--- config.mk ---
export PLATFORM = sky130hd
export DESIGN_NAME = dmem_arbiter
export DESIGN_NICKNAME = d
export VERILOG_FILES = /design/src/rtl/dmem_arbiter.sv
export SDC_FILE = /design/constraint.sdc
export NUM_CORES = 1
export LEC_CHECK = 0
export CORE_MARGIN = 3
export CORE_UTILIZATION = 35
export CTS_CLUSTER_SIZE = 10
export DETAILED_ROUTE_END_ITERATION = 10
export PLACE_DENSITY = 0.71
export SYNTH_ARGS = -nofsm -noshare
export SYNTH_HDL_FRONTEND = slang
export SYNTH_SLANG_ARGS = --single-unit
export TNS_END_PERCENT = 10
--- constraint.sdc ---
create_clock -name clk -period 8.85 [get_ports clk]
set_input_delay 1.77 -clock clk [delete_from_list [all_inputs] [get_ports clk]]
set_output_delay 1.77 -clock clk [all_outputs]
set_load 0.01 [all_outputs]
--- src/rtl/dmem_arbiter.sv ---
// Data-memory arbiter: shares one data_memory between the core load/store port and a
// debug/loader port. Optional round-robin tie-break enabled by defining DMEM_ARB_RR_EN.
module dmem_arbiter #(
    parameter int ADDR_W  = 32,
    parameter int DATA_W  = 32,
    parameter int MEM_LAT = 1
) (
    input  logic              clk,
    input  logic              rst,
    input  logic              c_rd,
    input  logic              c_wr,
    input  logic [ADDR_W-1:0] c_addr,
    input  logic [DATA_W-1:0] c_wdata,
    output logic [DATA_W-1:0] c_rdata,
    output logic              c_stall,
    input  logic              d_valid,
    input  logic              d_we,
    input  logic [ADDR_W-1:0] d_addr,
    input  logic [DATA_W-1:0] d_wdata,
    output logic              d_ready,
    output logic              d_rvalid,
    output logic [DATA_W-1:0] d_rdata,
    output logic              m_rd,
    output logic              m_wr,
    output logic [ADDR_W-1:0] m_addr,
    output logic [DATA_W-1:0] m_wdata,
    input  logic [DATA_W-1:0] m_rdata
);

    typedef enum logic [1:0] {
        IDLE  = 2'd0,
        ISSUE = 2'd1,
        WAIT  = 2'd2,
        DONE  = 2'd3
    } state_t;

    typedef enum logic {
        OWN_CORE = 1'b0,
        OWN_DBG  = 1'b1
    } own_t;

    // Remaining WAIT cycles after ISSUE; zero means the read data is sampled straight out of ISSUE.
    localparam logic [2:0] LAT_M1 = 3'(MEM_LAT - 32'sd1);

    state_t            state_r;
    state_t            state_s;
    own_t              own_r;
    logic              we_r;
    logic [2:0]        cnt_r;
    logic              m_rd_r;
    logic              m_wr_r;
    logic [ADDR_W-1:0] m_addr_r;
    logic [DATA_W-1:0] m_wdata_r;
    logic [DATA_W-1:0] c_rdata_r;
    logic [DATA_W-1:0] d_rdata_r;
    logic              d_rvalid_r;

    logic              c_req_s;
    logic              core_pri_s;
    logic              grant_core_s;
    logic              grant_dbg_s;
    logic              grant_s;
    logic              capture_s;
    logic              sel_we_s;
    logic [ADDR_W-1:0] sel_addr_s;
    logic [DATA_W-1:0] sel_wdata_s;

`ifdef DMEM_ARB_RR_EN
    own_t              last_grant_r;
`endif

    // Arbitration between core and debug requests and selection of the winning request fields.
    always_comb begin
        c_req_s = c_rd | c_wr;
`ifdef DMEM_ARB_RR_EN
        core_pri_s = (last_grant_r == OWN_DBG);
`else
        core_pri_s = 1'b1;
`endif
        grant_core_s = c_req_s & (~d_valid | core_pri_s);
        grant_dbg_s  = d_valid & ~grant_core_s;
        grant_s      = (state_r == IDLE) & (grant_core_s | grant_dbg_s);
        if (grant_dbg_s) begin
            sel_we_s    = d_we;
            sel_addr_s  = d_addr;
            sel_wdata_s = d_wdata;
        end else begin
            sel_we_s    = c_wr;
            sel_addr_s  = c_addr;
            sel_wdata_s = c_wdata;
        end
    end

    // Next-state logic; capture_s marks the cycle whose m_rdata is the read result.
    always_comb begin
        state_s   = state_r;
        capture_s = 1'b0;
        case (state_r)
            IDLE: begin
                if (grant_s) begin
                    state_s = ISSUE;
                end else begin
                    state_s = IDLE;
                end
            end
            ISSUE: begin
                if (we_r) begin
                    state_s = DONE;
                end else if (LAT_M1 == 3'd0) begin
                    state_s   = DONE;
                    capture_s = 1'b1;
                end else begin
                    state_s = WAIT;
                end
            end
            WAIT: begin
                if (cnt_r == 3'd1) begin
                    state_s   = DONE;
                    capture_s = 1'b1;
                end else begin
                    state_s = WAIT;
                end
            end
            DONE: begin
                state_s = IDLE;
            end
            default: begin
                state_s = IDLE;
            end
        endcase
    end

    // State register.
    always_ff @(posedge clk or posedge rst) begin
        if (rst) begin
            state_r <= IDLE;
        end else begin
            state_r <= state_s;
        end
    end

    // Grant latching, memory strobes, latency counter and read-data capture.
    always_ff @(posedge clk or posedge rst) begin
        if (rst) begin
            own_r      <= OWN_CORE;
            we_r       <= 1'b0;
            cnt_r      <= 3'd0;
            m_rd_r     <= 1'b0;
            m_wr_r     <= 1'b0;
            m_addr_r   <= '0;
            m_wdata_r  <= '0;
            c_rdata_r  <= '0;
            d_rdata_r  <= '0;
            d_rvalid_r <= 1'b0;
        end else begin
            m_rd_r     <= 1'b0;
            m_wr_r     <= 1'b0;
            d_rvalid_r <= 1'b0;
            if (grant_s) begin
                own_r     <= grant_dbg_s ? OWN_DBG : OWN_CORE;
                we_r      <= sel_we_s;
                m_addr_r  <= sel_addr_s;
                m_wdata_r <= sel_wdata_s;
                m_rd_r    <= ~sel_we_s;
                m_wr_r    <= sel_we_s;
            end
            if (state_r == ISSUE) begin
                cnt_r <= LAT_M1;
            end else if (state_r == WAIT) begin
                cnt_r <= cnt_r - 3'd1;
            end
            // A core that withdrew its load mid-access gets no result.
            if (capture_s) begin
                if (own_r == OWN_DBG) begin
                    d_rdata_r  <= m_rdata;
                    d_rvalid_r <= 1'b1;
                end else if (c_rd) begin
                    c_rdata_r <= m_rdata;
                end
            end
        end
    end

`ifdef DMEM_ARB_RR_EN
    // Grant history for the round-robin tie-break.
    always_ff @(posedge clk or posedge rst) begin
        if (rst) begin
            last_grant_r <= OWN_CORE;
        end else if (grant_s) begin
            last_grant_r <= grant_dbg_s ? OWN_DBG : OWN_CORE;
        end
    end
`endif

    // Handshake outputs are combinational so the core stalls in its very first request cycle.
    always_comb begin
        c_stall = ~rst & c_req_s & ~((state_r == DONE) & (own_r == OWN_CORE));
        d_ready = ~rst & grant_s & grant_dbg_s;
    end

    assign c_rdata  = c_rdata_r;
    assign d_rdata  = d_rdata_r;
    assign d_rvalid = d_rvalid_r;
    assign m_rd     = m_rd_r;
    assign m_wr     = m_wr_r;
    assign m_addr   = m_addr_r;
    assign m_wdata  = m_wdata_r;

endmodule

==> metrics.sh <==
GRT_START_MAX_NET_PINS=85
TIMING.SLEW.HEADROOM=0.254
SYNTH_ENABLE_FLOP_CELLS=0
FIRST_PASS_ITERS=4
AREAGROWTHSYNTHTOFINISH_PCT=64.6
WIRE_LENGTH_OF_THE_FIRST_GLOBAL_ROUTING_PASS_UM=26500
PLACEMENTROWS=45
DRT_FIRST_ITER_VIOLATIONS=110
IO_PINS=299
GRT_OVERFLOW_TOTAL=0
DETAIL_ROUTE.VIAS_PER_CELL=4.73
WL_MET3_UM=1470
WORST-R2R-SETUP-SLACK_NS=6.37
PEAKVDDDROP_mV=0.127
RSZ0062_AT_GRT='false'
CP_DATA_REQUIRED_TIME_NS=7.08
MIN_PATH_TYPE='flop to flop'
RUN_STATUS='finished clean'
DRT-MET1-WL_UM=6460
TOP_LAYER_USED='met4'
POSTROUTEANTENNANETS=0
YS_FF_LATCH=138
TIMING.FINAL.CRIT_PERIOD_NS=6.02
POWER.STATIC_LEAKAGE_nW=3.77
POST-CTS-SETUP-BUFFER-COUNT=0
SYNTH_MOST_COMMON_CELL='sky130_fd_sc_hd__dfrtp_1'
SYNTH_NETS=641
REGTOREGENDPOINT='c_rdata[15]'
SYNTHDISTINCTLIBCELLS=30
FP.DIEAREA_UM2=17700
PLACE.PORT_BUFFERS=298
CAP_VIOL_MAX_COUNT=0
MOST_FREQUENT_CELLS_AFTER_SYNTHESIS='sky130_fd_sc_hd__dfrtp_1, sky130_fd_sc_hd__nor2_1, sky130_fd_sc_hd__o22ai_1'
TIMING.FINAL.HOLD_VIOLATIONS=0
MAPPEDNETLISTAREA_UM2=5640
GP_ROUTABILITY_CONGESTION=0.790
CP_CELL_SEQUENCE='clkdlybuf4s50_1 -> nand4bb_4 -> nor2_1 -> clkdlybuf4s50_1'
CLOCK_TREE.ROOT_CELL='sky130_fd_sc_hd__clkbuf_16'
WORST_PIN_SLEW_NS=1.12
FIN_SETUP_TNS_NS=0
DRV_SLEW=0
CRIT_PATH_END_KIND='output port'
MAX_FREQ_GHz=0.166
H_TREE_LEVELS=4
FINALWIRELENGTH_UM=16500
FILLCELLCOUNT=1226
SYNTH_TOP_AREA_SHARE=0.613
POSTLAYOUTCOREUTIL=0.599
REG2REG_DEPTH=5
POWER.DENSITY_nW_PER_UM2=354
CPMAXSTAGEDELAYCELL='sky130_fd_sc_hd__nand4bb_4'
WORST_SKEW_LATE_LATENCY_NS=0.41
FIN_NETS=932
FINAL.PERIOD_UTILIZATION=0.681
CTSRESIZECOUNT=0
HOLD_PATH.STARTPOINT='c_rdata[25]'
SYN_AREA_PER_CELL_UM2=12.0
PLACE_HPWL_UM=12600
LAYOUT_CELL_SHARE_WITH_DRIVE_STRENGTH_BEYOND_1=0.129
GRT_UTIL_ALL_LAYERS=0.189
FLOORPLAN.INITIALDENSITY=0.364
NUMBER_OF_ANTENNA_VIOLATIONS_AT_THE_FIRST_CHECK_IN_GLOBAL_ROUTING=0
TIMING.CRITICAL_PATH.FANOUT_MAX=66
CRITICALPATHCATEGORY='primary input to output port'
MET2_WIRELENGTH_UM=8270
CTS_TREE='yes'
FINALSETUPVIOLCOUNT=0
MIN_DELAY_PATH_DEPTH=1
POSTCTSHOLDBUFS=0
CRITPATHMOSTFREQUENTCELL='sky130_fd_sc_hd__clkdlybuf4s50_1'
WORST_R2R_STARTPOINT='state_r[0]'
ANTENNADIODECOUNT=0
CTS_CLOCK_PIN_SLEW_FOR_THE_WORST_SETUP_AND_HOLD_PATHS_NS=0.06
DOMINANTREGCELLSYNTH='sky130_fd_sc_hd__dfrtp_1'
FLOORPLAN.DIE.WIDTH_UM=133
DIE_H_UM=133
CORE_AREA_UM2=15500
ROUTE.DETAILED.DRC=0
FIRST_GLOBAL_VIAS=4954
YS_WARN_COUNT=0
POST-SYNTH-TOP-AREA-CELL='sky130_fd_sc_hd__dfrtp_1'
WORST_PATH_MAX_STAGE_DELAY_NS=0.94
CTS.PATH.MAX_BUFFERS=2
SYNTH-SEQ-AREA-SHARE=0.613
SYNTHTOPCELLSBYAREA='sky130_fd_sc_hd__dfrtp_1, sky130_fd_sc_hd__mux2_2, sky130_fd_sc_hd__nor2_1, sky130_fd_sc_hd__o22ai_1, sky130_fd_sc_hd__buf_6'
AVERAGE_DETAILED_ROUTED_WIRE_LENGTH_PER_INSTANCE_UM=16.8
ASYNC_FLOP_SHARE=1.00
TIMING.CRITICAL_PATH.ARRIVAL_NS=4.25
ROUTED-VIA-COUNT=4658
START_KIND='primary input'
HOLD_PATH_END='c_rdata[25]'
POST_SYN_INSTANCES=469
NUMBER_OF_CLOCK_SINKS=138
CTS_BUFFERS=17
FINCLKSKEW_NS=0.00752
-- report_power, final --
group	switching [mW]	internal [mW]	total, mW	leakage, nW
clock network	0.273	0.425	0.699	0.270
logic	0.639	0.833	1.47	1.90
registers	0.167	0.947	1.11	1.60
-- how the worst max path moves through the flow --
stage                     cells past startpoint         end  startpoint  slack, ns
final                                         4     d_ready        c_rd       2.83
after global routing                          4     d_ready        c_rd       2.62
after detailed placement                      4     d_ready        c_rd       2.82
after floorplan                               1  c_rdata[0]         rst       3.38
after CTS                                     4     d_ready        c_rd       2.82
after global placement                        4     d_ready        c_rd       2.93
-- sequential cells by signal, summed over array words and instances, names as in the netlist --
register,count
c_rdata,32
d_rdata,32
m_addr,32
m_wdata,32
cnt_r,3
state_r,2
d_rvalid,1
m_rd,1
m_wr,1
own_r,1
we_r,1
-- critical path, delay by kind of cell --
kind,cells,cell delay [ns]
buf+inv,2,1.18
simple gates,2,1.29
-- stage by stage --
stage                     hold WS (ns)  total power [mW]  area [um2]  setup WS, ns  std cells
final                            0.493              3.28        9280          2.83        984
after global routing             0.515              3.49        9280          2.62        984
after CTS                        0.492              3.33        9280          2.82        984
after detailed placement         0.478              2.62        8690          2.82        952
after global placement           0.468              2.56        8690          2.93        952
after floorplan                  0.472              1.79        5640          3.38        469
-- cell usage in the layout (no fill, tap or decap), types with 2 or more instances in the layout --
cell type	netlist	layout
sky130_fd_sc_hd__clkdlybuf4s50_1	0	298
sky130_fd_sc_hd__dfrtp_1	138	138
sky130_fd_sc_hd__nor2_1	132	132
sky130_fd_sc_hd__o22ai_1	65	65
sky130_fd_sc_hd__mux2_2	60	60
sky130_fd_sc_hd__clkbuf_16	0	17
sky130_fd_sc_hd__inv_1	8	7
sky130_fd_sc_hd__ha_1	6	6
sky130_fd_sc_hd__mux2_1	5	5
sky130_fd_sc_hd__inv_6	0	5
sky130_fd_sc_hd__clkinvlp_4	0	5
sky130_fd_sc_hd__nand2_1	4	4
sky130_fd_sc_hd__o21ai_0	3	3
sky130_fd_sc_hd__buf_4	3	3
sky130_fd_sc_hd__a21oi_4	2	2
sky130_fd_sc_hd__nor3b_1	2	2
sky130_fd_sc_hd__clkbuf_1	4	2
sky130_fd_sc_hd__bufinv_16	0	2
-- kinds of logic (layout without fill, tap and decap cells) --
group | count (synthesis) | count (layout) | share of synthesized area
mux | 66 | 66 | 0.132
flops | 138 | 138 | 0.613
compound gates | 78 | 78 | 0.0919
simple gates | 144 | 144 | 0.104
fa+ha+maj | 6 | 6 | 0.0133
buf+inv | 37 | 341 | 0.0470
-- cell type report --
| type | instances | area, um2 | area share |
|---|---|---|---|
| clock buffers | 20 | 447 | 0.0481 |
| clock inverters | 12 | 138 | 0.0148 |
| inverters | 8 | 35.0 | 0.00378 |
| multi-input cells | 294 | 1940 | 0.209 |
| flip-flops and latches | 138 | 3450 | 0.372 |
| well taps | 211 | 264 | 0.0285 |
| repair buffers | 301 | 3010 | 0.324 |
-- layer usage --
layer	vias up	global-route usage
met5	-	0
met4	0	0.0664
met3	22	0.0673
met2	220	0.325
met1	2206	0.218
li1	2210	-
(Power assumes the default switching activity.)
